### src/rtl/uart_rx_loader.sv
// UART receiver that captures serial words into a flat instruction-memory image.
// Latency: RX pin to word write is 2 sync cycles + frame time + 1 commit cycle.
// No backpressure: words arriving while the image is full are dropped and flagged via ovf.
module uart_rx_loader #(
  parameter int CLKS_PER_BIT = 2604,
  parameter int DATA_BITS    = 8,
  parameter int PARITY_EN    = 0,
  parameter int PARITY_ODD   = 0,
  parameter int MEM_WORDS    = 32,
  parameter int ADDR_W       = 5
) (
  input  logic                           i_Clk,
  input  logic                           i_Reset,
  input  logic                           i_RX,
  input  logic                           i_Load,
  output logic [MEM_WORDS*DATA_BITS-1:0] o_memory_ins,
  output logic [ADDR_W-1:0]              o_addr,
  output logic                           o_byte_valid,
  output logic                           o_FE,
  output logic                           o_PE,
  output logic                           o_full,
  output logic                           o_ovf,
  output logic                           o_busy
);

  localparam int TMR_W = (CLKS_PER_BIT > 1) ? $clog2(CLKS_PER_BIT) : 1;
  localparam int CNT_W = (DATA_BITS > 1) ? $clog2(DATA_BITS) : 1;
  localparam logic [TMR_W-1:0]  TMR_HALF  = TMR_W'(CLKS_PER_BIT / 2 - 1);
  localparam logic [TMR_W-1:0]  TMR_LAST  = TMR_W'(CLKS_PER_BIT - 1);
  localparam logic [CNT_W-1:0]  BIT_LAST  = CNT_W'(DATA_BITS - 1);
  localparam logic [ADDR_W-1:0] ADDR_LAST = ADDR_W'(MEM_WORDS - 1);

  typedef enum logic [2:0] {
    S_IDLE,
    S_START,
    S_DATA,
    S_PARITY,
    S_STOP
  } state_t;

  // Synchroniser and edge-detect registers
  logic r_rx_s1;
  logic r_rx_s2;
  logic r_rx_d;
  logic r_load_d;

  // Frame FSM and datapath registers
  state_t                 r_state;
  logic [TMR_W-1:0]       r_tmr;
  logic [CNT_W-1:0]       r_bcnt;
  logic [DATA_BITS-1:0]   r_shift;
  logic                   r_perr;
  logic                   r_done;
  logic                   r_stop;

  // Output-side registers
  logic [MEM_WORDS*DATA_BITS-1:0] r_mem;
  logic [ADDR_W-1:0]              r_addr;
  logic                           r_bv;
  logic                           r_fe;
  logic                           r_pe;
  logic                           r_full;
  logic                           r_ovf;

  // Next-state wires
  state_t               w_state_nxt;
  logic [TMR_W-1:0]     w_tmr_nxt;
  logic [CNT_W-1:0]     w_bcnt_nxt;
  logic [DATA_BITS-1:0] w_shift_nxt;
  logic                 w_perr_nxt;
  logic                 w_done;
  logic                 w_tmr_last;
  logic                 w_rx_fall;
  logic                 w_load_rise;
  logic                 w_good;

  assign w_rx_fall   = r_rx_d & ~r_rx_s2;
  assign w_load_rise = i_Load & ~r_load_d;
  assign w_tmr_last  = (r_tmr == TMR_LAST);
  assign w_good      = r_stop & ~r_perr;

  // Two-flop synchroniser on RX plus one-cycle delayed copies for edge detection.
  // The synchroniser idles high so reset never fabricates a start edge.
  always_ff @(posedge i_Clk) begin
    if (i_Reset) begin
      r_rx_s1  <= 1'b1;
      r_rx_s2  <= 1'b1;
      r_rx_d   <= 1'b1;
      r_load_d <= 1'b0;
    end else begin
      r_rx_s1  <= i_RX;
      r_rx_s2  <= r_rx_s1;
      r_rx_d   <= r_rx_s2;
      r_load_d <= i_Load;
    end
  end

  // Next-state and datapath decode for the frame FSM.
  always_comb begin
    w_state_nxt = r_state;
    w_tmr_nxt   = r_tmr + 1'b1;
    w_bcnt_nxt  = r_bcnt;
    w_shift_nxt = r_shift;
    w_perr_nxt  = r_perr;
    w_done      = 1'b0;
    case (r_state)
      S_IDLE: begin
        w_tmr_nxt = '0;
        if (w_rx_fall) begin
          w_state_nxt = S_START;
        end
      end
      S_START: begin
        if (r_tmr == TMR_HALF) begin
          w_tmr_nxt = '0;
          if (r_rx_s2) begin
            // Line went back high before mid start bit: treat as noise.
            w_state_nxt = S_IDLE;
          end else begin
            w_state_nxt = S_DATA;
            w_bcnt_nxt  = '0;
            w_perr_nxt  = 1'b0;
          end
        end
      end
      S_DATA: begin
        if (w_tmr_last) begin
          w_tmr_nxt                   = '0;
          w_shift_nxt                 = r_shift >> 1;
          w_shift_nxt[DATA_BITS-1]    = r_rx_s2;
          if (r_bcnt == BIT_LAST) begin
            w_state_nxt = (PARITY_EN != 0) ? S_PARITY : S_STOP;
          end else begin
            w_bcnt_nxt = r_bcnt + 1'b1;
          end
        end
      end
      S_PARITY: begin
        if (w_tmr_last) begin
          w_tmr_nxt   = '0;
          w_perr_nxt  = ((^r_shift) ^ r_rx_s2) != (PARITY_ODD != 0);
          w_state_nxt = S_STOP;
        end
      end
      S_STOP: begin
        if (w_tmr_last) begin
          w_tmr_nxt   = '0;
          w_done      = 1'b1;
          w_state_nxt = S_IDLE;
        end
      end
      default: begin
        w_state_nxt = S_IDLE;
        w_tmr_nxt   = '0;
      end
    endcase
    // Receive disabled or session restart: abandon any partial frame.
    if (!i_Load || w_load_rise) begin
      w_state_nxt = S_IDLE;
      w_tmr_nxt   = '0;
      w_done      = 1'b0;
    end
  end

  // Frame FSM state, bit timer, bit counter, shift register and stop-bit capture.
  always_ff @(posedge i_Clk) begin
    if (i_Reset) begin
      r_state <= S_IDLE;
      r_tmr   <= '0;
      r_bcnt  <= '0;
      r_shift <= '0;
      r_perr  <= 1'b0;
      r_done  <= 1'b0;
      r_stop  <= 1'b0;
    end else begin
      r_state <= w_state_nxt;
      r_tmr   <= w_tmr_nxt;
      r_bcnt  <= w_bcnt_nxt;
      r_shift <= w_shift_nxt;
      r_perr  <= w_perr_nxt;
      r_done  <= w_done;
      if (w_done) begin
        r_stop <= r_rx_s2;
      end
    end
  end

  // Commit a finished frame one edge after its stop sample: write, status pulses, full/ovf.
  always_ff @(posedge i_Clk) begin
    if (i_Reset || w_load_rise) begin
      r_mem  <= '0;
      r_addr <= '0;
      r_bv   <= 1'b0;
      r_fe   <= 1'b0;
      r_pe   <= 1'b0;
      r_full <= 1'b0;
      r_ovf  <= 1'b0;
    end else begin
      r_bv <= 1'b0;
      r_fe <= 1'b0;
      r_pe <= 1'b0;
      if (r_done) begin
        r_fe <= ~r_stop;
        r_pe <= r_perr;
        if (w_good) begin
          if (r_full) begin
            r_ovf <= 1'b1;
          end else begin
            for (int k = 0; k < MEM_WORDS; k++) begin
              if (r_addr == ADDR_W'(k)) begin
                r_mem[k*DATA_BITS +: DATA_BITS] <= r_shift;
              end
            end
            r_addr <= r_addr + 1'b1;
            r_bv   <= 1'b1;
            r_full <= (r_addr == ADDR_LAST);
          end
        end
      end
    end
  end

  assign o_memory_ins = r_mem;
  assign o_addr       = r_addr;
  assign o_byte_valid = r_bv;
  assign o_FE         = r_fe;
  assign o_PE         = r_pe;
  assign o_full       = r_full;
  assign o_ovf        = r_ovf;
  assign o_busy       = (r_state != S_IDLE);

endmodule

### config.mk
export PLATFORM = sky130hd
export DESIGN_NAME = uart_rx_loader
export DESIGN_NICKNAME = d
export VERILOG_FILES = /design/src/rtl/uart_rx_loader.sv
export SDC_FILE = /design/constraint.sdc
export NUM_CORES = 1
export LEC_CHECK = 0
export BUFFER_PORTS_ARGS = -buffer_cell sky130_fd_sc_hd__buf_2
export CAP_MARGIN = 20
export CORE_AREA = 2 2 144 146
export CTS_CLUSTER_DIAMETER = 80
export DETAILED_ROUTE_END_ITERATION = 7
export DIE_AREA = 0 0 146 148
export PLACE_DENSITY = 0.87
export SETUP_SLACK_MARGIN = 0.2
export SKIP_CTS_REPAIR_TIMING = 1
export SLEW_MARGIN = 30
export SYNTH_ARGS = -nofsm -noshare
export SYNTH_HDL_FRONTEND = slang
export SYNTH_SLANG_ARGS = --single-unit
### constraint.sdc
create_clock -name i_Clk -period 3.1 [get_ports i_Clk]
set_clock_uncertainty 0.1 [all_clocks]
set_input_delay 0.155 -clock i_Clk [delete_from_list [all_inputs] [get_ports i_Clk]]
set_output_delay 0.155 -clock i_Clk [all_outputs]
set_load 0.02 [all_outputs]
==> summary.txt <==
Hold path
  – Hold depth: 3
  – Hold Crit Class: primary input to register
  – Hold worst-path end: r_rx_s1$_SDFF_PP1_
  – Worst Hold Launch: i_RX

Worst setup path
  – Reg2reg path depth: 4
  – CP Capture Type: register
  – WP data arrival: roughly 2900 ps
  – Crit-path max FO: 15
  – Cell chain of the critical path: nor4bb_4, nand3_1, mux2i_1, nor2_1
  – Startpoint types: register
  – Crit path largest cell delay: approximately 790 ps
  – Worst R2R Setup Slack: 580 ps
  – R2R Path End: o_memory_ins[65]$_SDFFE_PP0P_
  – Crit Path Class: register to register
  – Critical R2R Launch: r_done$_SDFF_PP0_
  – Slowest CP cell: nor4bb_4
  – Critical Path RT: ~3400 ps

Clocking
  – Clock buffer depth: 3
  – Worst skew pair latency: 550 ps
  – H-tree depth: 1
  – CTS tree: done
  – CTS Buf Count: 30
  – CTS clock-pin slew for the worst setup and hold paths: 70 ps
  – Num Clock Sinks: 299
  – Clock root buffer master: clkbuf_16

STA
  – Final min period: ~2500 ps
  – Count of final setup violators: 0
  – Max-slew violations: 0
  – Hold WS: 252 ps
  – Unrepaired setup endpoints after global routing: false
  – Highest clock rate: 397 MHz
  – Worst slew pin tran: roughly 840 ps
  – Post-Route Setup TNS: 0 ps
  – Crit share post-route: 81.3%
  – Fin. Hold Viols: 0
  – Slew HR: between 40% and 50%

Routing
  – Drt first pass iters: 6
  – Met3 Routed Length: 2.47 mm
  – DRC viols: 0
  – Top Layer Used: met4
  – Routed len/inst: 18.5 um
  – Via-to-Cell Ratio: 5.42
  – Routed Antenna Nets: 0
  – Wl on met1: between 10 and 15 mm
  – Routed wl met2: 14.5 mm
  – Detailed-route wire length: around 31 mm
  – Initial DRC count: 439
  – Via count: 8974

Power
  – Peak VDD IR: 0.415 mV
  – Leak: 6.31 nW
  – Clock share of power: 48.6%
  – Switching Fraction: between 20% and 30%
  – Int Pwr: 6.11 mW
  – Sequential share of power: 50.1%
  – Gate power share: 1.3%
  – Switching power: between 1.5 and 2 mW
  – Pwr dens: 543 nW/um^2

Logic synthesis
  – Post-synth ARST share: 0%
  – Synth warnings: 0
  – Compound-Gate Fraction of Synth Area: 2.28%
  – Post-synthesis xor/xnor area fraction: 1.57%
  – Syn nets: 1135
  – Post-Syn Area: 11500 um^2
  – Adder-Cell Fraction of Synth Area: 1.09%
  – Post-synthesis mux area share: approximately 22%
  – EDFF count, synth: 0
  – Post-synthesis register bit count: ~300
  – Main synth FF type: dfxtp_1
  – Simple-Gate Fraction of Synth Area: between 10% and 20%
  – Mapped Avg Cell Area: just over 10 um^2
  – Seq/Total Area, Yosys: 52.0%
  – Post-Syn Instances: roughly 1100
  – Largest family of logic cells by synthesized area: multiplexers
  – Cell variety after synth: 53

Die
  – Die width: approximately 150 um
  – Core area: 20000 um^2
  – Die H: roughly 150 um
  – Die ar.: 21600 um^2
  – Num rows: 52
  – I/O pin total: 271
  – Starting density of the core: 57.4%

Global routing
  – Total GRT Usage: 27.3%
  – Number of global-route vias before repair: 8663
  – Initial antenna violation count: 0
  – Largest net degree at the start of global routing: 79
  – First-pass GRT wire length: between 40 and 50 mm
  – Grt total ovfl: 0

Run status
  – Status: complete, no violations

Cells and area
  – Final Net Count: about 1400
  – Antenna cell count: 0
  – Share of layout cells above drive strength 1: 27.4%
  – Post-route cell area: ~14000 um^2
  – P&R area growth vs syn: 22.9%
  – Fin util: 70.6%

Place
  – Post-detail-place hpwl: 20.0 mm
  – Dpl cell area: between 10000 and 15000 um^2
  – Port bufs: 270
  – Routability congestion estimate: 0.852

Job
  – Max-cap viol count: 0
==> state kept, by name, summed over array words and instances (netlist names), 3 cells and up <==
| name | cells |
|---|---|
| o_memory_ins | 256 |
| r_shift | 8 |
| o_addr | 5 |
| r_bcnt | 3 |
| r_tmr | 12 |
| r_state | 3 |
==> layout by cell type (no fill, tap or decap), types with 3 or more instances in the layout <==
cell type,Yosys,layout
nor2b_1,8,8
inv_1,10,10
dfxtp_1,299,295
clkbuf_1,58,5
nor4_4,7,7
clkbuf_16,0,31
o31a_1,3,3
clkinv_2,0,8
buf_4,2,17
ha_1,10,10
nor4_1,4,4
buf_2,6,270
nand4_1,6,6
nand2_1,33,33
dlygate4sd3_1,0,3
dfxtp_2,0,4
nor2_1,268,268
mux2i_1,248,248
or2_2,4,4
nor4b_2,2,3
o32ai_1,3,3
xnor2_1,9,9
nand3_1,28,28
bufinv_16,0,3
buf_12,1,3
and3_1,3,3
nand2b_1,9,9
a21oi_1,21,21
clkbuf_8,0,7
nor3_1,4,4
nor3_4,14,14
xor2_1,9,9
==> final cells by class <==
class,instances,area [um^2]
Tap cell,270,338
Inverter,10,37.5
Clock buffer,43,891
Fill cell,1503,5900
Multi-Input combinational cell,727,5170
Clock inverter,13,145
Sequential cell,299,5990
Timing Repair Buffer,293,1570
==> stage by stage <==
step | power, mW | worst slack (ps) | instances
global placement | 4.03 | 642 | 1596
CTS | 7.70 | 594 | 1652
finish | 7.67 | 579 | 1655
floorplan | 4.00 | 988 | 1121
global route | 7.86 | 434 | 1655
detailed placement | 4.03 | 607 | 1596
==> per-layer routing <==
metal / global-route usage [%] / vias up
li1: - / 4241
met1: 34.6 / 4313
met2: 45.7 / 347
met3: 6.57 / 73
met4: 10.2 / 0
met5: 0 / -
==> cells by family after synthesis <==
kind of cell | after synthesis
xor gates and xnor gates | 19
AOI/OAI and AO/OA | 41
muxes | 248
and+or+nand+nor | 409
adders and majority gates | 10
DFF | 299
buffers and inverters | 95
==> critical path: cells and delay by family (launching register included) <==
kind | cells | cell delay (ps)
multiplexers | 1 | 360
flip-flops | 1 | 430
AND/OR/NAND/NOR | 3 | 1510
==> cell usage after synthesis, drive strengths merged (10+ instances only) <==
master,instances,share of area [%]
buf,27,1.2
dfxtp,299,52
nand3,28,1.2
mux2i,248,22
inv,10,0.33
nor3,18,2.2
clkbuf,58,1.9
nor4,11,1.5
a21oi,21,0.91
nor2,268,8.7
nand2,34,1.1
ha,10,1.1
==> how the worst max path moves through the flow <==
stage,from,endpoint,slack [ps],cells past startpoint
after floorplan,o_addr[3]$_SDFFE_PP0P_,o_memory_ins[248]$_SDFFE_PP0P_,990,7
after global placement,o_addr[3]$_SDFFE_PP0P_,o_memory_ins[170]$_SDFFE_PP0P_,640,5
after detailed placement,r_perr$_SDFFE_PP0P_,o_memory_ins[235]$_SDFFE_PP0P_,610,5
after CTS,o_addr[3]$_SDFFE_PP0P_,o_memory_ins[170]$_SDFFE_PP0P_,590,5
after global routing,r_done$_SDFF_PP0_,o_memory_ins[39]$_SDFFE_PP0P_,430,4
final,r_done$_SDFF_PP0_,o_memory_ins[65]$_SDFFE_PP0P_,580,4
==> power by group through the flow <==
stage | clock, mW | sequential [mW] | combinational (mW)
after floorplan | 0 | 3.93 | 0.0688
after global placement | 0 | 3.93 | 0.0970
after detailed placement | 0 | 3.93 | 0.0966
after CTS | 3.75 | 3.85 | 0.0974
after global routing | 3.90 | 3.84 | 0.110
final | 3.73 | 3.85 | 0.101
No activity file was read; power rests on OpenSTA's default activity.
